==> src/rtl/mdu_pkg.sv <==
// Shared types and constants for the iterative multiply/divide unit.
package mdu_pkg;

  localparam int unsigned MDU_WIDTH = 32;
  localparam int unsigned MDU_ITER  = 32;
  localparam int unsigned MDU_CNT_W = 6;

  typedef enum logic [1:0] {
    MULT  = 2'b00,
    MULTU = 2'b01,
    DIV   = 2'b10,
    DIVU  = 2'b11
  } op_e;

  typedef enum logic [1:0] {
    IDLE = 2'b00,
    RUN  = 2'b01,
    FIX  = 2'b10
  } state_e;

  // Signed ops work on magnitudes and get their sign restored at the end.
  function automatic logic op_is_signed(input op_e f_op);
    return (f_op == MULT) || (f_op == DIV);
  endfunction

  function automatic logic op_is_div(input op_e f_op);
    return (f_op == DIV) || (f_op == DIVU);
  endfunction

endpackage

==> src/rtl/mult_div_unit.sv <==
// Iterative MIPS-style HI/LO multiply/divide unit.
// One radix-2 step per RUN cycle (shift-add multiply, restoring divide) on
// operand magnitudes, followed by a single FIX cycle that restores signs,
// resolves divide-by-zero and commits the result to HI/LO.
module mult_div_unit
  import mdu_pkg::*;
(
  input  logic                 clk,
  input  logic                 rst,
  input  logic                 start,
  input  logic [1:0]           op,
  input  logic [MDU_WIDTH-1:0] a,
  input  logic [MDU_WIDTH-1:0] b,
  input  logic                 hi_we,
  input  logic                 lo_we,
  input  logic [MDU_WIDTH-1:0] wdata,
  output logic                 busy,
  output logic                 done,
  output logic [MDU_WIDTH-1:0] hi,
  output logic [MDU_WIDTH-1:0] lo
);

  localparam int unsigned W = MDU_WIDTH;
  localparam logic [MDU_CNT_W-1:0] CNT_LAST = MDU_CNT_W'(MDU_ITER - 1);

  // Control and architectural state
  state_e               state_q;
  op_e                  op_q;
  logic [MDU_CNT_W-1:0] cnt_q;
  logic                 busy_q;
  logic                 done_q;
  logic [W-1:0]         hi_q;
  logic [W-1:0]         lo_q;

  // Iteration datapath: work_q is {accumulator/remainder, multiplier/quotient}
  logic [2*W-1:0]       work_q;
  logic [W-1:0]         dvs_q;      // multiplicand or divisor magnitude
  logic [W-1:0]         a_q;        // raw dividend, returned in HI on divide by zero
  logic                 neg_main_q; // negate product or quotient in FIX
  logic                 neg_rem_q;  // negate remainder in FIX

  // Operand decode at acceptance
  op_e                  op_in;
  logic                 in_signed;
  logic                 in_div;
  logic [W-1:0]         mag_a;
  logic [W-1:0]         mag_b;
  logic [2*W-1:0]       load_work;
  logic [W-1:0]         load_dvs;

  // One iteration step
  logic [W:0]           sum;
  logic [W:0]           shifted;
  logic [W:0]           diff;
  logic [2*W-1:0]       step_work;

  // Final result formed in FIX
  logic [2*W-1:0]       prod;
  logic [W-1:0]         quo;
  logic [W-1:0]         rem;
  logic [W-1:0]         res_hi;
  logic [W-1:0]         res_lo;

  // Decode the incoming request into magnitudes and the initial work layout.
  // NOTE: every signal driven here gets a value on every path before any
  // branch, so no combinational path can hold a stale value (no latch).
  always_comb begin
    op_in     = op_e'(op);
    in_signed = op_is_signed(op_in);
    in_div    = op_is_div(op_in);
    mag_a     = (in_signed && a[W-1]) ? -a : a;
    mag_b     = (in_signed && b[W-1]) ? -b : b;
    load_work = {{W{1'b0}}, mag_b};
    load_dvs  = mag_a;
    if (in_div) begin
      load_work = {{W{1'b0}}, mag_a};
      load_dvs  = mag_b;
    end
  end

  // One radix-2 step: shift-add for multiply, restoring subtract for divide.
  always_comb begin
    sum       = {1'b0, work_q[2*W-1:W]} + {1'b0, dvs_q};
    shifted   = work_q[2*W-1:W-1];
    diff      = shifted - {1'b0, dvs_q};
    step_work = work_q;
    if (op_is_div(op_q)) begin
      // A borrow out of the trial subtraction means the divisor did not fit.
      if (diff[W]) begin
        step_work = {shifted[W-1:0], work_q[W-2:0], 1'b0};
      end else begin
        step_work = {diff[W-1:0], work_q[W-2:0], 1'b1};
      end
    end else begin
      // The carry of the partial sum shifts into the top of the product.
      if (work_q[0]) begin
        step_work = {sum, work_q[W-1:1]};
      end else begin
        step_work = {1'b0, work_q[2*W-1:1]};
      end
    end
  end

  // Sign correction and divide-by-zero handling for the committed result.
  always_comb begin
    prod   = neg_main_q ? -work_q : work_q;
    quo    = work_q[W-1:0];
    rem    = work_q[2*W-1:W];
    res_hi = prod[2*W-1:W];
    res_lo = prod[W-1:0];
    if (op_is_div(op_q)) begin
      if (dvs_q == '0) begin
        res_hi = a_q;
        res_lo = {W{1'b1}};
      end else begin
        res_hi = neg_rem_q  ? -rem : rem;
        res_lo = neg_main_q ? -quo : quo;
      end
    end
  end

  // Sequencer: accept in IDLE, iterate in RUN, commit in FIX.
  // NOTE: all state here uses non-blocking assignments so every register
  // samples the values from before this edge, independent of statement order.
  always_ff @(posedge clk or negedge rst) begin
    if (!rst) begin
      state_q    <= IDLE;
      op_q       <= MULT;
      cnt_q      <= '0;
      busy_q     <= 1'b0;
      done_q     <= 1'b0;
      hi_q       <= '0;
      lo_q       <= '0;
      work_q     <= '0;
      dvs_q      <= '0;
      a_q        <= '0;
      neg_main_q <= 1'b0;
      neg_rem_q  <= 1'b0;
    end else begin
      done_q <= 1'b0;
      unique case (state_q)
        IDLE: begin
          // Direct writes land at the same edge a start is accepted; the
          // operation's result replaces them when it commits.
          if (hi_we) hi_q <= wdata;
          if (lo_we) lo_q <= wdata;
          if (start) begin
            op_q       <= op_in;
            a_q        <= a;
            dvs_q      <= load_dvs;
            work_q     <= load_work;
            neg_main_q <= in_signed & (a[W-1] ^ b[W-1]);
            neg_rem_q  <= in_signed & in_div & a[W-1];
            cnt_q      <= '0;
            busy_q     <= 1'b1;
            state_q    <= RUN;
          end
        end
        RUN: begin
          work_q <= step_work;
          cnt_q  <= cnt_q + MDU_CNT_W'(1);
          if (cnt_q == CNT_LAST) begin
            busy_q  <= 1'b0;
            state_q <= FIX;
          end
        end
        FIX: begin
          hi_q    <= res_hi;
          lo_q    <= res_lo;
          done_q  <= 1'b1;
          cnt_q   <= '0;
          state_q <= IDLE;
        end
        default: begin
          busy_q  <= 1'b0;
          state_q <= IDLE;
        end
      endcase
    end
  end

  assign busy = busy_q;
  assign done = done_q;
  assign hi   = hi_q;
  assign lo   = lo_q;

endmodule

==> config.mk <==
export PLATFORM = sky130hd
export DESIGN_NAME = mult_div_unit
export DESIGN_NICKNAME = d
export VERILOG_FILES = /design/src/rtl/mdu_pkg.sv /design/src/rtl/mult_div_unit.sv
export SDC_FILE = /design/constraint.sdc
export NUM_CORES = 1
export LEC_CHECK = 0
export ABC_CLOCK_PERIOD_IN_PS = 7900
export BUFFER_PORTS_ARGS = -buffer_cell sky130_fd_sc_hd__buf_4
export CAP_MARGIN = 25
export CELL_PAD_IN_SITES_DETAIL_PLACEMENT = 0
export CELL_PAD_IN_SITES_GLOBAL_PLACEMENT = 2
export CORE_ASPECT_RATIO = 0.6
export CORE_MARGIN = 10
export CORE_UTILIZATION = 39
export CTS_CLUSTER_SIZE = 14
export DETAILED_ROUTE_END_ITERATION = 12
export PLACE_DENSITY = 0.95
export SETUP_SLACK_MARGIN = 0.15
export SYNTH_ARGS = -nofsm -noshare
export SYNTH_HDL_FRONTEND = slang
export SYNTH_SLANG_ARGS = --single-unit
==> constraint.sdc <==
create_clock -name clk -period 7.9 [get_ports clk]
set_input_delay 1.58 -clock clk [delete_from_list [all_inputs] [get_ports clk]]
set_output_delay 1.58 -clock clk [all_outputs]
set_load 0.01 [all_outputs]
After elaboration in Yosys (flattened, before gate mapping)
Index checks and enable logic that the tools add are counted.

Logic and storage cells: 83. Bits in registers: 206. Output and inout port bits: 66.

Bitwise operators: 5. $add $sub $neg: 8. Reductions and logical operators: 18. Eq/ne operators: 11. Muxes and demuxes: 29.

Operators by type and width (count): two-way mux 32 bit (12); two-way mux 64 bit (5); negation 32 bit (4); one-hot mux 32 bit (2 select lines) (2); one-hot mux 64 bit (2 select lines) (1); negation 64 bit (1); adder 32 x 32 -> 33 bit (1); subtractor 33 x 32 -> 33 bit (1); logical NOT 32 bit (1); one-hot mux 6 bit (3 select lines) (1); AND reduction 2 bit (6); == test 2 bit (second input constant) (5); != test 2 bit (second input constant) (4); adder 6 x 1 -> 6 bit (second input constant) (1); == test 6 x 5 -> 1 bit (second input constant) (1); two-way mux 6 bit (1); logical NOT 2 bit (2); two-way mux 2 bit (2); one-hot mux 2 bit (2 select lines) (1); nonzero test 2 bit (2); bitwise AND 1 bit (3); logical OR 1 bit (3); two-way mux 1 bit (3); one-hot mux 1 bit (3 select lines) (1); other kinds (6) (7).

Depth between registers and ports, before layout
Depth after elaboration: 7. Depth in mapped cells: 14. Mapped depth without buffers: 12.

Least setup slack after synthesis
Ideal clock, no wire load.

Path type: input to register. From: in a[2]. To: reg work_q[29]. Buffers on the path: 1. Data arrival time: 3.931 ns. Required time: 7.835 ns. Path slack: 3.904 ns. Stages on the path: 10. Cell sequence: clkbuf_1 or4_1 or4_1 or3_1 nor4_1 nor2_1 xor2_1 nor2_1 a211oi_1 o22a_1.

Word-level cells in the longest chain between the ends: 5.

Ends and longest elaborated chain: start, declared (RTL line mult_div_unit.sv:12) `input logic [MDU_WIDTH-1:0] a,`; negation 32 bit (RTL line mult_div_unit.sv:71) `mag_a = (in_signed && a[W-1]) ? -a : a;`; two-way mux 32 bit (RTL line mult_div_unit.sv:71); two-way mux 32 bit (RTL line mult_div_unit.sv:75) `if (in_div) begin`; two-way mux 64 bit (RTL line mult_div_unit.sv:147) `if (start) begin`; one-hot mux 64 bit (2 select lines) (RTL line mult_div_unit.sv:141) `unique case (state_q)`; end signal, assigned (RTL line mult_div_unit.sv:151) `work_q <= load_work;`; end signal, assigned (RTL line mult_div_unit.sv:160) `work_q <= step_work;`; end, declared (RTL line mult_div_unit.sv:36) `logic [2*W-1:0] work_q;`.

Every way passes these cells. The select of a mux whose other input is x is not followed. A chain may end at the register's enable or synchronous reset.

Final worst setup path
From: reg work_q[35]. To: reg work_q[37].

Word-level cells in the longest chain between the ends: 4.

Ends and longest elaborated chain: subtractor 33 x 32 -> 33 bit or adder 32 x 32 -> 33 bit (tied branches) (RTL line mult_div_unit.sv:85, mult_div_unit.sv:83); two-way mux 64 bit (on tied branches) (RTL line mult_div_unit.sv:89, mult_div_unit.sv:96); two-way mux 64 bit * (RTL line mult_div_unit.sv:87) `if (op_is_div(op_q)) begin`; one-hot mux 64 bit (2 select lines) * (RTL line mult_div_unit.sv:141).

Every way passes the cells marked *; elsewhere a longest branch is shown, timed or not.

==> load_flow_metrics.sql <==
INSERT INTO impl_metrics (metric_group, metric, value, unit) VALUES
('timing', 'max_slew_margin', '27.6', '%'),
('cells_and_area', 'finish.instance_area', '0.0200', 'mm²'),
('floorplanning', 'floorplan.initialDensity', '39.4', '%'),
('logic_synthesis', 'synthTopCellsByCount', 'nand2_1, o21ai_0, dfrtp_1', ''),
('pwr', 'power_density', '516', 'mW/mm²'),
('place', 'dpl-instance-area', '0.0193', 'mm²'),
('floorplanning', 'core.rowCount', '60', ''),
('global_routing', 'wire_length_of_the_first_global_routing_pass', '117000', 'µm'),
('logic_synthesis', 'synth_seq_area_share', '29.1', '%'),
('critical_path', 'critPathLaunchType', 'flip-flop', ''),
('logic_synthesis', 'synth_flop_cell', 'dfrtp_1', ''),
('cts', 'cts_hold_repair_buffers', '0', ''),
('cells_and_area', 'fillers', '4525', ''),
('cts', 'cells_resized_by_post_cts_repair', '0', ''),
('drt', 'vias_per_cell', '6.28', ''),
('timing', 'setup_viol', '0', ''),
('drt', 'drt-initial-drc-count', '2624', ''),
('cts', 'clock_path_buffers', '3', ''),
('drt', 'drc_errors', '0', ''),
('cts', 'clock_sink_count', '205', ''),
('critical_path', 'critical_path_peak_fanout', '24', ''),
('cts', 'htree_levels', '1', ''),
('cells_and_area', 'finalCoreUtilization', '44.8', '%'),
('critical_path', 'worstPathRequired', '8.30', 'ns'),
('timing', 'slew_violations', '0', ''),
('global_routing', 'number_of_antenna_violations_at_the_first_check_in_global_routing', '2', ''),
('critical_path', 'critPathMaxStageDelay', '0.82', 'ns'),
('pwr', 'power.combinational.fraction', '63.6', '%'),
('pwr', 'power_leakage', '0.00851', 'µW'),
('critical_path', 'critical_path.top_delay_family', 'compound AO/OA/AOI/OAI gates', ''),
('timing', 'finalCriticalPeriod', '4.40', 'ns'),
('cts', 'tritoncts.num_buffers', '23', ''),
('critical_path', 'worstPathBufferInverterCount', '0', ''),
('drt', 'avgRoutedWirePerCell', '26.8', 'µm'),
('cts', 'clockRootBuffer', 'clkbuf_16', ''),
('logic_synthesis', 'synth_top_family_by_area', 'compound AO/OA/AOI/OAI gates', ''),
('timing', 'timing_hold_violations_final', '0', ''),
('job', 'timing.max_cap.violations', '0', ''),
('logic_synthesis', 'synth_top_area_share', '29.1', '%'),
('floorplanning', 'placeableCoreArea', '0.0447', 'mm²'),
('cts', 'tritoncts', 'built', ''),
('place', 'place.detailed.hpwl', '62100', 'µm'),
('timing', 'fin_setup_tns', '0', 'ns'),
('pwr', 'total_switching_power', '5620', 'µW'),
('drt', 'totalWireLength', '80000', 'µm'),
('critical_path', 'reg2regPathDepth', '10', ''),
('timing', 'finalClockSkew', '0.0287', 'ns'),
('timing', 'fmax', '227', 'MHz'),
('logic_synthesis', 'syn_area_per_cell', '7.61', 'µm²'),
('status', 'run_status', 'completed', ''),
('min_path', 'worst_hold_path.num_cells', '2', ''),
('drt', 'vias', '18700', ''),
('pwr', 'clock_power_share', '10.3', '%'),
('cells_and_area', 'area.growth.synth_to_final', '13.7', '%'),
('logic_synthesis', 'synth_nets', '2488', ''),
('critical_path', 'worst_path_most_repeated_cell', 'a21oi_1', ''),
('global_routing', 'global_route.overflow_total', '0', ''),
('critical_path', 'cp.depth', '10', ''),
('global_routing', 'grt_max_degree', '80', ''),
('pwr', 'p_int', '4700', 'µW'),
('critical_path', 'critPathKind', 'reg2reg', ''),
('logic_synthesis', 'synth_fa_ha_area_share', '5.13', '%'),
('place', 'placement.io_buffers', '168', ''),
('place', 'place.gp.congestion', '1.02', ''),
('drt', 'firstDrtPassIters', '5', ''),
('min_path', 'min-delay-path-class', 'reg2reg', ''),
('critical_path', 'crit_path_end_kind', 'flip-flop', ''),
('pwr', 'swShare', '54.4', '%'),
('critical_path', 'worstPathArrival', '4.81', 'ns'),
('logic_synthesis', 'yosys.cell_count.top_type', 'nand2_1', ''),
('global_routing', 'global_route_total_usage_across_every_layer', '28.6', '%');
[layout by cell type, fill, tap and decap left out, drive strengths merged, types with 12 or more instances in the layout]
master,netlist,layout
ha,69,69
o21a,12,12
a21oi,188,188
inv,64,66
nor2b,17,17
o41ai,20,20
a31oi,23,23
buf,12,201
nor4,25,25
or3,37,37
or2,13,13
o211ai,43,43
mux2i,75,75
clkbuf,156,28
dfrtp,205,205
or4,23,23
nand2,357,357
and3,12,12
a21o,35,35
nand3,38,38
a211oi,34,34
nor3,39,39
nand2b,16,16
o21ai,238,238
nand4,16,16
xnor2,105,105
o31ai,33,33
o221ai,17,17
xor2,74,74
o22ai,38,38
nor2,179,179
[metal layers]
| metal | track usage [%] | wire [µm] | vias to the layer above | part of all wire (%) |
|---|---|---|---|---|
| li1 | - | - | 8474 | - |
| met1 | 41.1 | 35600 | 9001 | 44 |
| met2 | 37.0 | 29500 | 1124 | 37 |
| met3 | 14.7 | 13400 | 108 | 17 |
| met4 | 4.52 | 1450 | 2 | 1.8 |
| met5 | 1.59 | 113 | - | 0.14 |
[power by group through the flow]
stage	Sequential (µW)	Clock (µW)	Combinational [µW]
finish	2700	1060	6560
global route	2700	1120	7130
global placement	2590	0	6260
CTS	2590	1070	6360
detailed placement	2610	0	6320
floorplan	1990	0	4540
[metrics by stage]
| step | hold WS (ns) | std cells | setup WS (ns) | power [µW] |
|---|---|---|---|---|
| after global placement | 0.469 | 2934 | 3.48 | 8860 |
| after detailed placement | 0.472 | 2935 | 3.50 | 8930 |
| final | 0.482 | 2981 | 3.50 | 10300 |
| after floorplan | 0.440 | 2314 | 3.90 | 6530 |
| after CTS | 0.486 | 2976 | 3.58 | 10000 |
| after global routing | 0.506 | 2979 | 3.19 | 10900 |
[logic make-up (layout without fill, tap and decap cells)]
family,Yosys count,in the layout
flip-flops,205,205
AND/OR/NAND/NOR,791,791
multiplexers,86,86
XOR/XNOR,179,179
AO/OA/AOI/OAI,750,750
buffers and inverters,232,307
other,0,3
adder cells (fa/ha/maj),71,71
[worst paths after layout]
kind                            start          to  slack [ns]
min in group asynchronous         rst  work_q[58]        1.02
max in group asynchronous         rst       lo[9]        5.52
min                             lo[9]       lo[9]        0.48
min reg2reg                     lo[9]       lo[9]        0.48
max reg2reg                work_q[35]  work_q[37]        3.50
max                        work_q[35]  work_q[37]        3.50
[state kept, by name, summed over array words and instances, names as in the netlist]
register    cells
neg_rem_q       1
cnt_q           6
hi             32
neg_main_q      1
op_q            1
work_q         64
done            1
a_q            32
lo             32
busy            1
dvs_q          32
state_q         2
[worst reg2reg max path, stage by stage (launching register included)]
cell	delay (ns)
dfrtp_1	0.66
ha_1	0.37
a21oi_1	0.25
nor2b_1	0.20
a21oi_1	0.17
a221oi_1	0.60
a211oi_1	0.24
o31a_1	0.43
nor2_4	0.82
mux2i_1	0.37
o221ai_1	0.14
[area by class of cell]
| class | instances | area [µm²] | area share, % |
|---|---|---|---|
| multi-input combinational | 1877 | 11600 | 58.2 |
| sequential | 205 | 5130 | 25.7 |
| timing repair buffer | 202 | 1550 | 7.74 |
| tap | 589 | 737 | 3.68 |
| clock buffer | 27 | 601 | 3.00 |
| inverter | 64 | 240 | 1.20 |
| clock inverter | 14 | 97.6 | 0.488 |
| antenna | 3 | 7.51 | 0.0375 |
(Power assumes the default switching activity.)
